$ cat config.mk
export PLATFORM = sky130hd
export DESIGN_NAME = lpc_reg_arbiter_flat
export DESIGN_NICKNAME = d
export VERILOG_FILES = /design/src/rtl/lpc_reg_pkg.sv /design/src/rtl/lpc_reg_arbiter_if.sv /design/src/rtl/rr_pick.sv /design/src/rtl/lpc_reg_arbiter.sv /design/src/flat_wrapper.sv
export SDC_FILE = /design/constraint.sdc
export NUM_CORES = 1
export LEC_CHECK = 0
export CAP_MARGIN = 0
export CORE_ASPECT_RATIO = 1.4
export CORE_UTILIZATION = 44
export CTS_CLUSTER_DIAMETER = 150
export CTS_CLUSTER_SIZE = 8
export DETAILED_ROUTE_END_ITERATION = 12
export PLACE_DENSITY = 0.85
export SETUP_SLACK_MARGIN = 0.05
export SLEW_MARGIN = 20
export SYNTH_ARGS = -nofsm -noshare
export SYNTH_HDL_FRONTEND = slang
export SYNTH_SLANG_ARGS = --single-unit
$ cat constraint.sdc
create_clock -name LpcClock -period 7 [get_ports LpcClock]
set_input_delay 1.4 -clock LpcClock [delete_from_list [all_inputs] [get_ports LpcClock]]
set_output_delay 1.4 -clock LpcClock [all_outputs]
set_load 0.02 [all_outputs]
$ cat src/rtl/lpc_reg_pkg.sv
// Shared types and constants for the LPC register-file arbiter.
// Lock key/address constants are used only when LPC_REG_WRLOCK_EN is defined.
package lpc_reg_pkg;

   typedef enum logic [1:0] {
      IDLE    = 2'd0,
      ISSUE   = 2'd1,
      CAPTURE = 2'd2
   } state_t;

   localparam int         REG_DEPTH_DEF = 32;
   localparam logic [7:0] KEY_UNLOCK    = 8'hA5;
   localparam logic [7:0] KEY_LOCK      = 8'h5A;
   localparam logic [7:0] LOCK_ADDR     = 8'h20;

endpackage

$ cat src/rtl/lpc_reg_arbiter_if.sv
// Requester/register-file bundle around lpc_reg_arbiter.
// slave = arbiter side, master = requesters plus register file.
interface lpc_reg_arbiter_if #(
   parameter int NUM_REQ = 3
) ();

   logic [NUM_REQ-1:0]   ReqVec;
   logic [NUM_REQ-1:0]   ReqWr;
   logic [NUM_REQ*8-1:0] ReqAddr;
   logic [NUM_REQ*8-1:0] ReqData;
   logic [NUM_REQ-1:0]   GntVec;
   logic [NUM_REQ-1:0]   AckVec;
   logic [7:0]           RdData;
   logic                 ErrFlag;
   logic                 Busy;
   logic [7:0]           RegAddr;
   logic                 RegWr;
   logic [7:0]           RegDataWr;
   logic [7:0]           RegDataRd;

   modport slave (
      input  ReqVec, ReqWr, ReqAddr, ReqData, RegDataRd,
      output GntVec, AckVec, RdData, ErrFlag, Busy,
      output RegAddr, RegWr, RegDataWr
   );

   modport master (
      output ReqVec, ReqWr, ReqAddr, ReqData, RegDataRd,
      input  GntVec, AckVec, RdData, ErrFlag, Busy,
      input  RegAddr, RegWr, RegDataWr
   );

endinterface

$ cat src/rtl/rr_pick.sv
// Combinational round-robin picker: first set request at or above
// i_ptr, wrapping, as a one-hot grant plus its index.
module rr_pick #(
   parameter int N  = 3,
   parameter int IW = (N > 1) ? $clog2(N) : 1
) (
   input  logic [N-1:0]  i_req,
   input  logic [IW-1:0] i_ptr,
   output logic [N-1:0]  o_gnt,
   output logic [IW-1:0] o_idx,
   output logic          o_any
);

   logic [IW:0] w_sum;
   logic        w_found;

   always_comb begin
      w_sum   = '0;
      w_found = 1'b0;
      o_idx   = '0;
      o_gnt   = '0;
      for (int k = 0; k < N; k++) begin
         w_sum = {1'b0, i_ptr} + (IW+1)'(k);
         if (w_sum >= (IW+1)'(N))
            w_sum = w_sum - (IW+1)'(N);
         if (!w_found && i_req[w_sum[IW-1:0]]) begin
            w_found = 1'b1;
            o_idx   = w_sum[IW-1:0];
         end
      end
      if (w_found)
         o_gnt = N'(1) << o_idx;
      o_any = w_found;
   end

endmodule

$ cat src/rtl/lpc_reg_arbiter.sv
// Round-robin arbiter for the single LPC register-file port.
// Optional write lock enabled by defining LPC_REG_WRLOCK_EN.
module lpc_reg_arbiter
   import lpc_reg_pkg::*;
#(
   parameter int NUM_REQ   = 3,
   parameter int REG_DEPTH = REG_DEPTH_DEF
) (
   input  logic              LpcClock,
   input  logic              PciReset,
   lpc_reg_arbiter_if.slave  bus
);

   localparam int IW = $clog2(NUM_REQ);

   state_t             r_state;
   state_t             w_next;
   logic [IW-1:0]      r_ptr;
   logic [IW-1:0]      r_idx;
   logic [NUM_REQ-1:0] r_gnt;
   logic [7:0]         r_addr;
   logic [7:0]         r_data;
   logic [7:0]         r_rd;
   logic               r_wren;
   logic               r_err;
   logic               r_zero;

   logic [NUM_REQ-1:0] w_pgnt;
   logic [IW-1:0]      w_pidx;
   logic               w_pany;
   logic               w_wr;
   logic [7:0]         w_addr;
   logic [7:0]         w_data;
   logic               w_inr;
   logic               w_wren;
   logic               w_err;
   logic               w_zero;
   logic               w_load;
   logic               w_done;
   logic [7:0]         w_rd;
   logic [IW-1:0]      w_ptr_nxt;

   rr_pick #(.N(NUM_REQ), .IW(IW)) u_pick (
      .i_req (bus.ReqVec),
      .i_ptr (r_ptr),
      .o_gnt (w_pgnt),
      .o_idx (w_pidx),
      .o_any (w_pany)
   );

   always_comb begin
      w_wr   = bus.ReqWr[w_pidx];
      w_addr = bus.ReqAddr[{w_pidx, 3'b000} +: 8];
      w_data = bus.ReqData[{w_pidx, 3'b000} +: 8];
      w_inr  = (int'(w_addr) < REG_DEPTH);
      w_zero = !w_inr;
   end

`ifdef LPC_REG_WRLOCK_EN
   logic r_lock;
   logic r_key;
   logic w_key;
   logic w_lkd;

   // Key writes to the lock address are accepted even though out of range.
   always_comb begin
      w_key  = w_wr && (w_addr == LOCK_ADDR) &&
               ((w_data == KEY_UNLOCK) || (w_data == KEY_LOCK));
      w_lkd  = r_lock && w_wr && w_inr && (w_addr != 8'h00);
      w_wren = w_wr && w_inr && !w_lkd;
      w_err  = (!w_inr && !w_key) || w_lkd;
   end

   always_ff @(posedge LpcClock) begin
      if (PciReset) begin
         r_lock <= 1'b1;
         r_key  <= 1'b0;
      end else begin
         if (w_load)
            r_key <= w_key;
         if (w_done && r_key)
            r_lock <= (r_data == KEY_LOCK);
      end
   end
`else
   always_comb begin
      w_wren = w_wr && w_inr;
      w_err  = !w_inr;
   end
`endif

   always_ff @(posedge LpcClock) begin
      if (PciReset)
         r_state <= IDLE;
      else
         r_state <= w_next;
   end

   always_comb begin
      w_next = r_state;
      w_load = 1'b0;
      w_done = 1'b0;
      unique case (r_state)
         IDLE: begin
            if (w_pany) begin
               w_next = ISSUE;
               w_load = 1'b1;
            end
         end
         ISSUE:   w_next = CAPTURE;
         CAPTURE: begin
            w_next = IDLE;
            w_done = 1'b1;
         end
         default: w_next = IDLE;
      endcase
   end

   assign w_ptr_nxt = (r_idx == IW'(NUM_REQ - 1)) ? '0 : r_idx + IW'(1);
   assign w_rd      = r_zero ? 8'h00 : bus.RegDataRd;

   always_ff @(posedge LpcClock) begin
      if (PciReset) begin
         r_ptr  <= '0;
         r_idx  <= '0;
         r_gnt  <= '0;
         r_addr <= '0;
         r_data <= '0;
         r_rd   <= '0;
         r_wren <= 1'b0;
         r_err  <= 1'b0;
         r_zero <= 1'b0;
      end else begin
         if (w_load) begin
            r_idx  <= w_pidx;
            r_gnt  <= w_pgnt;
            r_addr <= w_addr;
            r_data <= w_data;
            r_wren <= w_wren;
            r_err  <= w_err;
            r_zero <= w_zero;
         end
         if (w_done) begin
            r_gnt <= '0;
            r_rd  <= w_rd;
            r_ptr <= w_ptr_nxt;
         end
      end
   end

   // RdData passes the post-write byte through during CAPTURE, then holds it.
   assign bus.GntVec    = r_gnt;
   assign bus.AckVec    = (r_state == CAPTURE && !PciReset) ? r_gnt : '0;
   assign bus.RdData    = (r_state == CAPTURE) ? w_rd : r_rd;
   assign bus.ErrFlag   = (r_state == CAPTURE) && !PciReset && r_err;
   assign bus.Busy      = (r_state != IDLE);
   assign bus.RegAddr   = r_addr;
   assign bus.RegDataWr = r_data;
   assign bus.RegWr     = (r_state == ISSUE) && r_wren && !PciReset;

endmodule

$ cat src/flat_wrapper.sv
// flat-port wrapper written by rule: the top's interface ports become plain ports
module lpc_reg_arbiter_flat import lpc_reg_pkg::*;
#(
   parameter int NUM_REQ   = 3,
   parameter int REG_DEPTH = REG_DEPTH_DEF
)
  (LpcClock, PciReset, bus_ReqVec, bus_ReqWr, bus_ReqAddr, bus_ReqData, bus_RegDataRd, bus_GntVec, bus_AckVec, bus_RdData, bus_ErrFlag, bus_Busy, bus_RegAddr, bus_RegWr, bus_RegDataWr);
  lpc_reg_arbiter_if #(.NUM_REQ(NUM_REQ)) bus_i ();
  input  logic LpcClock;
  input  logic PciReset;
  input wire logic [$bits(bus_i.ReqVec)-1:0] bus_ReqVec;
  input wire logic [$bits(bus_i.ReqWr)-1:0] bus_ReqWr;
  input wire logic [$bits(bus_i.ReqAddr)-1:0] bus_ReqAddr;
  input wire logic [$bits(bus_i.ReqData)-1:0] bus_ReqData;
  input wire logic [$bits(bus_i.RegDataRd)-1:0] bus_RegDataRd;
  output wire logic [$bits(bus_i.GntVec)-1:0] bus_GntVec;
  output wire logic [$bits(bus_i.AckVec)-1:0] bus_AckVec;
  output wire logic [$bits(bus_i.RdData)-1:0] bus_RdData;
  output wire logic [$bits(bus_i.ErrFlag)-1:0] bus_ErrFlag;
  output wire logic [$bits(bus_i.Busy)-1:0] bus_Busy;
  output wire logic [$bits(bus_i.RegAddr)-1:0] bus_RegAddr;
  output wire logic [$bits(bus_i.RegWr)-1:0] bus_RegWr;
  output wire logic [$bits(bus_i.RegDataWr)-1:0] bus_RegDataWr;
  assign bus_i.ReqVec = bus_ReqVec;
  assign bus_i.ReqWr = bus_ReqWr;
  assign bus_i.ReqAddr = bus_ReqAddr;
  assign bus_i.ReqData = bus_ReqData;
  assign bus_i.RegDataRd = bus_RegDataRd;
  assign bus_GntVec = bus_i.GntVec;
  assign bus_AckVec = bus_i.AckVec;
  assign bus_RdData = bus_i.RdData;
  assign bus_ErrFlag = bus_i.ErrFlag;
  assign bus_Busy = bus_i.Busy;
  assign bus_RegAddr = bus_i.RegAddr;
  assign bus_RegWr = bus_i.RegWr;
  assign bus_RegDataWr = bus_i.RegDataWr;
  lpc_reg_arbiter #(.NUM_REQ(NUM_REQ), .REG_DEPTH(REG_DEPTH)) u_core (.LpcClock(LpcClock), .PciReset(PciReset), .bus(bus_i));
endmodule
==> results.md, run 1 <==
- Top cells by count, synth: dfxtp_1 (35), nand2_1 (30), nor2_1 (28), mux2i_1 (13), o21ai_0 (11)
- Clk root buf: clkbuf_8
- Pins over their slew limit: 0
- Hold Fails Final Rpt: 0
- Mapped Avg Cell Area: 8.32 um^2
- Setup bufs post-CTS: 0
- Max Freq: 0.222 GHz
- Initial antenna violation count: 0
- Port bufs: 96
- Initial Utilization: 0.469
- Skew final: 0.0104 ns
- Hold Path Stages: 1
- Htree depth: 2
- Largest net degree at the start of global routing: 39
- Total die area: 4910 um^2
- IO Count: 97
- Core ar.: 4340 um^2
- Total Wirelength: 5.48 mm
- Synthesis Warnings: 0
- Status: finished clean
- FP Rows: 28
- FF/Latch Area: 701 um^2
- Final TNS setup: 0 ns
- EDFF count, synth: 0
- Die height: 82.5 um
- Min Tclk post-route: 4.51 ns
- DRC: 0
- Leakage power: 1.20 nW
- GPL Wtd Cong: 0.853
- Min-delay worst type: flip-flop to flip-flop
- CTS Hold Buffers Added: 0
- Slew @ Worst Pin: 0.800 ns
- Max cap viols: 0
- Synth Cell Area: 2040 um^2
- Post-synth ARST share: 0
- Total grt overflow: 0
- Top-count cell post-synth: dfxtp_1
- Clk sinks: 35
- WP data required: 5.60 ns
- First-pass GRT wire length: 8.46 mm
- Inserted Diodes: 0
- Design area: 3100 um^2
- Via Count: 2078
- Main area contributors after synthesis: dfxtp_1 (34%), mux2i_1 (6.4%), nand2_1 (5.5%)
- Initial DRT Pass Iterations: 5
- Post-place instance area: 2980 um^2
- CTS Buf Count: 5
- Per-cell routed wire length: 14.0 um
- Chip Width: 59.5 um
- Fin crit share: 0.644
- CTS resizes: 0
- GRT Resource Usage Total: 0.227
- Post-synthesis cell type count: 38
- RSZ-0062 raised after global routing: no
- Crit end category: primary output
- Largest area contributor in the netlist: dfxtp_1
- PD cells: 222 nW/um^2
- Slew margin rel.: 0.464
- Sequential area share after synthesis: 0.344
- Multi-input logic area: 1200 um^2
- Cell count after synthesis: 245
- Filler cells: 378
- Nets: 399
- Worst IR Drop VDD: 0.000159 V
- Initial drt markers: 112
- Net Count, Synth: 313
- Post-synth top area share: 0.344
- Crit path DAT: 3.11 ns
- Clock insertion delay at the later pin of the skew report: 0.29 ns
- Final setup fails: 0
- Worst setup SP type: input port
- CTS tree: yes
- Ratio of cells with drive above 1 in the final layout: 0.0843
- ANT nets after route: 0
- R2R depth: 8
- Via density: 5.30
- Synth Register Bits: 35
- Post-DP HPWL: 4.03 mm
- Max clock buf depth: 2
- Crit path kind: input port to primary output
- Vias in the first global route: 1934
- P&R area growth vs syn: 51.9%
- Clock transition at path regs: 0.06 ns
- Top FF cell, synth: dfxtp_1
- CP max FO: 38
[routing by layer]
| layer | routed length [um] | global-route usage | part of all wire | vias to the layer above |
|---|---|---|---|---|
| met5 | 0 | 0 | 0 | - |
| met4 | 92 | 0.0884 | 0.017 | 0 |
| met3 | 364 | 0.0592 | 0.066 | 10 |
| met2 | 2870 | 0.430 | 0.52 | 67 |
| met1 | 2150 | 0.233 | 0.39 | 968 |
| li1 | - | - | - | 1033 |
[flip-flops by register name, summed over array words and instances (netlist names), 2 cells and up]
name and flops:
u_core.bus.RegDataWr 8, u_core.r_idx 2, u_core.bus.GntVec 3, u_core.r_rd 8, u_core.r_state 2, u_core.r_ptr 2, u_core.bus.RegAddr 8
[where the power goes]
| group | total [W] | internal, W | switching (W) |
|---|---|---|---|
| sequential | 0.000241 | 0.000225 | 0.0000159 |
| combinational | 0.000258 | 0.000128 | 0.000130 |
| clock | 0.000189 | 0.000115 | 0.0000734 |
| total | 0.000688 | 0.000469 | 0.000219 |
[layout by cell type, fill, tap and decap left out, types with 7 or more instances in the layout]
cell,netlist,routed
a211o_1,9,9
a21oi_1,10,10
a21oi_2,8,8
a221oi_1,9,9
clkdlybuf4s50_1,0,96
dfxtp_1,35,35
mux2i_1,13,13
nand2_1,30,30
nand2b_1,10,10
nor2_1,28,28
nor2b_1,10,10
nor3_1,7,7
nor3b_1,7,7
o21ai_0,11,11
o31ai_1,7,7
[kinds of logic after synthesis]
kind of cell               count (synthesis)  synth area share
and+or+nand+nor                           99             0.236
muxes                                     18             0.101
AOI/OAI and AO/OA                         64             0.230
DFF                                       35             0.344
buffers and inverters                     25            0.0651
adders and majority gates                  4            0.0246
[critical path, cell delays in order]
cell and delay, ns:
clkdlybuf4s50_1 0.39, buf_4 0.26, nor3b_1 0.28, and2_1 0.17, clkdlybuf4s50_1 0.60
[through the flow]
stage	hold slack [ns]	total power [W]	worst slack, ns	utilization	instances
global route	0.489	0.000722	2.35	0.713	392
global placement	0.438	0.000498	2.52	0.686	384
detailed placement	0.453	0.000504	2.50	0.686	384
finish	0.461	0.000688	2.49	0.713	392
floorplan	0.422	0.000403	3.24	-	245
CTS	0.463	0.000692	2.48	0.713	392
[cell type report]
type / instances / area share
timing repair buffer: 98 / 0.315
sequential: 35 / 0.226
tap: 60 / 0.0242
inverter: 6 / 0.00727
clock buffer: 6 / 0.0267
multi-input combinational: 185 / 0.389
clock inverter: 2 / 0.0113
[worst paths after layout]
path	from	endpoint	slack [ns]
worst min register to register	u_core.r_state[1]$_SDFFE_PP0P_	u_core.r_state[1]$_SDFFE_PP0P_	0.46
worst max register to register	u_core.r_ptr[1]$_SDFFE_PP0P_	u_core.bus.RegAddr[1]$_SDFFE_PP0P_	4.06
worst min-delay path	u_core.r_state[1]$_SDFFE_PP0P_	u_core.r_state[1]$_SDFFE_PP0P_	0.46
worst max-delay path	PciReset	bus_RegWr	2.49
Note: power is estimated with default switching activity, not from simulation.
==> inputs of run 2 (changes only) <==
--- a/config.mk
+++ b/config.mk
@@ -7,11 +7,11 @@
 export LEC_CHECK = 0
 export CAP_MARGIN = 0
 export CORE_ASPECT_RATIO = 1.4
-export CORE_UTILIZATION = 44
+export CORE_UTILIZATION = 41
 export CTS_CLUSTER_DIAMETER = 150
 export CTS_CLUSTER_SIZE = 8
 export DETAILED_ROUTE_END_ITERATION = 12
-export PLACE_DENSITY = 0.85
+export PLACE_DENSITY = 0.8
 export SETUP_SLACK_MARGIN = 0.05
 export SLEW_MARGIN = 20
 export SYNTH_ARGS = -nofsm -noshare
==> constraint.sdc (replaced) <==
create_clock -name LpcClock -period 4.5 [get_ports LpcClock]
set_input_delay 0.9 -clock LpcClock [delete_from_list [all_inputs] [get_ports LpcClock]]
set_output_delay 0.9 -clock LpcClock [all_outputs]
set_load 0.02 [all_outputs]
==> run 2 against run 1 <==
Sequential share of layout area hardly changed. Critical path depth is 1 lower. Worst setup slack worse by 1.4 ns. Critical path type unchanged. Largest power group unchanged.
==> results.md, run 2 (synthesized netlist as in run 1, its figures left out) <==
- Status: finished clean
- Per-cell routed wire length: 13.5 um
- Final TNS setup: 0 ns
- Initial antenna violation count: 0
- Total grt overflow: 0
- Slew margin rel.: 0.449
- Skew final: 0.00265 ns
- Ratio of cells with drive above 1 in the final layout: 0.0783
- FP Rows: 30
- Final setup fails: 0
- Reg-to-reg slack, setup: 1.42 ns
- Slew @ Worst Pin: 0.823 ns
- DRC: 0
- Inst Count DP: 389
- Setup bufs post-CTS: 0
- Chip Width: 61.6 um
- Total Wirelength: 5.35 mm
- Clock insertion delay at the later pin of the skew report: 0.28 ns
- Port bufs: 96
- Initial DRT Pass Iterations: 4
- Crit path DAT: 2.50 ns
- Inserted Diodes: 0
- FF/Latch Area: 701 um^2
- Core ar.: 4800 um^2
- Initial drt markers: 53
- Min-Delay Startpoint: u_core.r_state[1]$_SDFFE_PP0P_
- Fin crit share: 0.755
- R2R depth: 9
- Post-Place Setup Slack: 0.865 ns
- GPL Wtd Cong: 0.900
- Worst IR Drop VDD: 0.000183 V
- Max cap viols: 0
- ANT nets after route: 0
- PD cells: 338 nW/um^2
- PnR worst setup slack: 1.10 ns
- Htree depth: 2
- Via density: 5.19
- CTS tree: yes
- Worst Hold End: u_core.r_state[1]$_SDFFE_PP0P_
- Commonest non-fill, non-tap cell in the layout: clkdlybuf4s50_1
- Most frequent cells in the layout: clkdlybuf4s50_1 (96), dfxtp_1 (35), nand2_1 (30)
- Multi-input logic area: 1200 um^2
- FF-to-FF Start: u_core.r_ptr[1]$_SDFFE_PP0P_
- Max Freq: 0.294 GHz
- Die height: 85.4 um
- Crit Reg-Reg Endpoint: u_core.r_wren$_SDFFE_PP0P_
- Finished Layout Cells: 396
- First-pass GRT wire length: 8.42 mm
- CTS resizes: 0
- Hold Fails Final Rpt: 0
- Pins over their slew limit: 0
- P&R area growth vs syn: 51.8%
- Worst setup SP type: input port
- Clk sinks: 35
- Crit end category: primary output
- RSZ-0062 raised after global routing: no
- Filler cells: 459
- Initial Utilization: 0.424
- Crit path kind: input port to primary output
- Via Count: 2054
- WP data required: 3.60 ns
- IO Count: 97
- Clk root buf: clkbuf_8
- Clock transition at path regs: 0.07 ns
- Leakage power: 1.20 nW
- GRT Resource Usage Total: 0.212
- Post-DP HPWL: 3.96 mm
- Min-delay worst type: flip-flop to flip-flop
- CTS Buf Count: 5
- Vias in the first global route: 1968
- CTS Hold Buffers Added: 0
- CP max FO: 7
- Largest net degree at the start of global routing: 33
- Total die area: 5260 um^2
- Min Tclk post-route: 3.40 ns
- Hold Path Stages: 1
- Max clock buf depth: 2
- Nets: 400
## run 2: layout make-up
cell class	count	share of cell area
Multi-Input combinational cell	185	0.389
Clock buffer	6	0.0235
Timing Repair Buffer	99	0.318
Tap cell	64	0.0259
Inverter	6	0.00728
Clock inverter	1	0.00970
Sequential cell	35	0.226
## run 2: report_power, final
group	leakage, nW	switching (W)	total, W	internal (W)
clock	0.0513	0.000105	0.000268	0.000162
sequential	0.288	0.0000257	0.000376	0.000351
combinational	0.859	0.000199	0.000401	0.000202
total	1.20	0.000330	0.00104	0.000714
## run 2: stage by stage
stage                     utilization  cell area (um^2)  total power, W  hold WS (ns)
after global placement          0.623              2990        0.000776         0.428
after floorplan                     -              2040        0.000627         0.422
final                           0.644              3090         0.00104         0.452
after CTS                       0.644              3090         0.00105         0.453
after global routing            0.644              3090         0.00110         0.485
after detailed placement        0.623              2990        0.000784         0.443
## run 2: worst max-delay path by stage
| stage | from | end | slack, ns | depth (start not counted) |
|---|---|---|---|---|
| finish | PciReset | bus_RegWr | 1.10 | 4 |
| detailed placement | bus_ReqVec[0] | u_core.r_wren$_SDFFE_PP0P_ | 0.86 | 8 |
| floorplan | PciReset | bus_AckVec[0] | 1.74 | 3 |
| global route | bus_ReqVec[0] | u_core.r_wren$_SDFFE_PP0P_ | 0.93 | 8 |
| CTS | PciReset | bus_RegWr | 1.10 | 4 |
| global placement | bus_ReqVec[0] | u_core.r_wren$_SDFFE_PP0P_ | 0.96 | 8 |
## run 2: metal layers
layer | share of wire | routed length, um | vias to the layer above | GRT usage
li1 | - | - | 1034 | -
met1 | 0.41 | 2180 | 930 | 0.221
met2 | 0.50 | 2690 | 84 | 0.382
met3 | 0.076 | 406 | 6 | 0.0762
met4 | 0.013 | 69 | 0 | 0.0626
met5 | 0 | 0 | - | 0
## run 2: worst max-delay path, cell delays in order
cell             delay (ns)
clkdlybuf4s50_1        0.55
nor3b_1                0.27
and2_1                 0.16
clkdlybuf4s50_1        0.61
==> inputs of run 3 (changes only) <==
==> constraint.sdc (replaced) <==
create_clock -name LpcClock -period 3.55 [get_ports LpcClock]
set_input_delay 0.71 -clock LpcClock [delete_from_list [all_inputs] [get_ports LpcClock]]
set_output_delay 0.71 -clock LpcClock [all_outputs]
set_load 0.02 [all_outputs]
==> run 3 against run 2 <==
Final cell count up 1.5%. Sequential share of layout area down 0.15 points. Cell area up 0.65%. Clock skew about the same. Critical endpoint is now bus_AckVec[0].
==> results.md, run 3 (synthesized netlist as in run 1, its figures left out) <==
- Crit path kind: input port to primary output
- Slew @ Worst Pin: 0.799 ns
- FP Rows: 30
- DRC: 0
- CP max-delay cell: clkdlybuf4s50_1
- Via Count: 2072
- Crit end category: primary output
- Largest net degree at the start of global routing: 26
- Pins over their slew limit: 0
- Critical path's largest stage delay: 0.64 ns
- WP data required: 2.84 ns
- Total grt overflow: 0
- Commonest non-fill, non-tap cell in the layout: clkdlybuf4s50_1
- PnR worst setup slack: 0.574 ns
- First-pass GRT wire length: 8.47 mm
- GPL Wtd Cong: 0.813
- CTS Hold Buffers Added: 0
- Clock transition at path regs: 0.07 ns
- Final setup fails: 0
- Initial DRT Pass Iterations: 4
- Most frequent cells in the layout: clkdlybuf4s50_1 (96), dfxtp_1 (35), nand2_1 (30)
- Port bufs: 96
- Total die area: 5260 um^2
- Max clock buf depth: 2
- Inserted Diodes: 0
- Clk sinks: 35
- Clock insertion delay at the later pin of the skew report: 0.28 ns
- CTS resizes: 0
- Worst path cell trace: clkdlybuf4s50_1, buf_4, nor3b_1, clkdlybuf4s50_1
- Min Tclk post-route: 2.98 ns
- Inst Count DP: 394
- Die height: 85.4 um
- Finished Layout Cells: 402
- Core ar.: 4800 um^2
- Clk root buf: clkbuf_8
- Fin util: 0.648
- Final Power: 0.00127 W
- Slew margin rel.: 0.467
- Per-cell routed wire length: 13.2 um
- Ratio of cells with drive above 1 in the final layout: 0.0947
- Post-Place Setup Slack: 0.381 ns
- Hold Fails Final Rpt: 0
- Min-delay worst type: flip-flop to flip-flop
- CP max FO: 15
- Fin crit share: 0.838
- Crit-path most repeated cell: clkdlybuf4s50_1
- Nets: 405
- Initial Utilization: 0.424
- RSZ-0062 raised after global routing: no
- CTS Buf Count: 5
- CTS tree: yes
- Total Wirelength: 5.29 mm
- Final TNS setup: 0 ns
- IO Count: 97
- Status: finished clean
- Filler cells: 437
- Via density: 5.15
- P&R area growth vs syn: 52.8%
- ANT nets after route: 0
- Worst IR Drop VDD: 0.000249 V
- Max Freq: 0.336 GHz
- Post-DP HPWL: 4.07 mm
- Skew final: 0.00312 ns
- Initial antenna violation count: 0
- Vias in the first global route: 1994
- Setup bufs post-CTS: 0
- Initial drt markers: 32
- Chip Width: 61.6 um
- Crit path DAT: 2.27 ns
- Htree depth: 2
- Leakage power: 1.21 nW
- GRT Resource Usage Total: 0.211
- PD cells: 408 nW/um^2
- Worst setup SP type: input port
- Max cap viols: 0
==> run 3: layout make-up <==
cell class / count / area, um^2 / share of cell area
multi-input cells: 185 / 1200 / 0.387
repair buffers: 104 / 1020 / 0.328
flip-flops and latches: 35 / 701 / 0.225
well taps: 64 / 80.1 / 0.0257
clock buffers: 6 / 72.6 / 0.0233
inverters: 6 / 22.5 / 0.00723
clock inverters: 2 / 12.5 / 0.00402
==> run 3: through the flow <==
stage / hold WS, ns / instance area (um^2)
2_1_floorplan: 0.422 / 2040
6_report: 0.452 / 3110
3_3_place_gp: 0.428 / 3030
3_5_place_dp: 0.441 / 3030
5_1_grt: 0.476 / 3110
4_1_cts: 0.451 / 3110
==> run 3: path summary, 6_finish.rpt <==
kind / cells after the start / endpoint / slack, ns / startpoint
worst max-delay path: 4 / bus_AckVec[0] / 0.57 / PciReset
worst max register to register: 9 / u_core.r_wren$_SDFFE_PP0P_ / 0.79 / u_core.r_ptr[0]$_SDFFE_PP0P_
worst min register to register: 1 / u_core.r_state[1]$_SDFFE_PP0P_ / 0.45 / u_core.r_state[1]$_SDFFE_PP0P_
worst min-delay path: 1 / u_core.r_state[1]$_SDFFE_PP0P_ / 0.45 / u_core.r_state[1]$_SDFFE_PP0P_
==> run 3: power breakdown <==
| group | switching [W] | total (W) | internal [W] |
|---|---|---|---|
| sequential | 0.0000311 | 0.000475 | 0.000444 |
| combinational | 0.000255 | 0.000517 | 0.000263 |
| clock | 0.000140 | 0.000277 | 0.000137 |
| total | 0.000426 | 0.00127 | 0.000844 |
==> run 3: layer usage <==
metal,track usage,vias up,share of wire
li1,-,1045,-
met1,0.209,953,0.40
met2,0.401,67,0.52
met3,0.0549,7,0.069
met4,0.0667,0,0.014
met5,0,-,0
==> run 3: worst max-delay path: cells and delay by family <==
family / cells / cell delay, ns
buffers and inverters: 3 / 1.33
AND/OR/NAND/NOR: 1 / 0.21
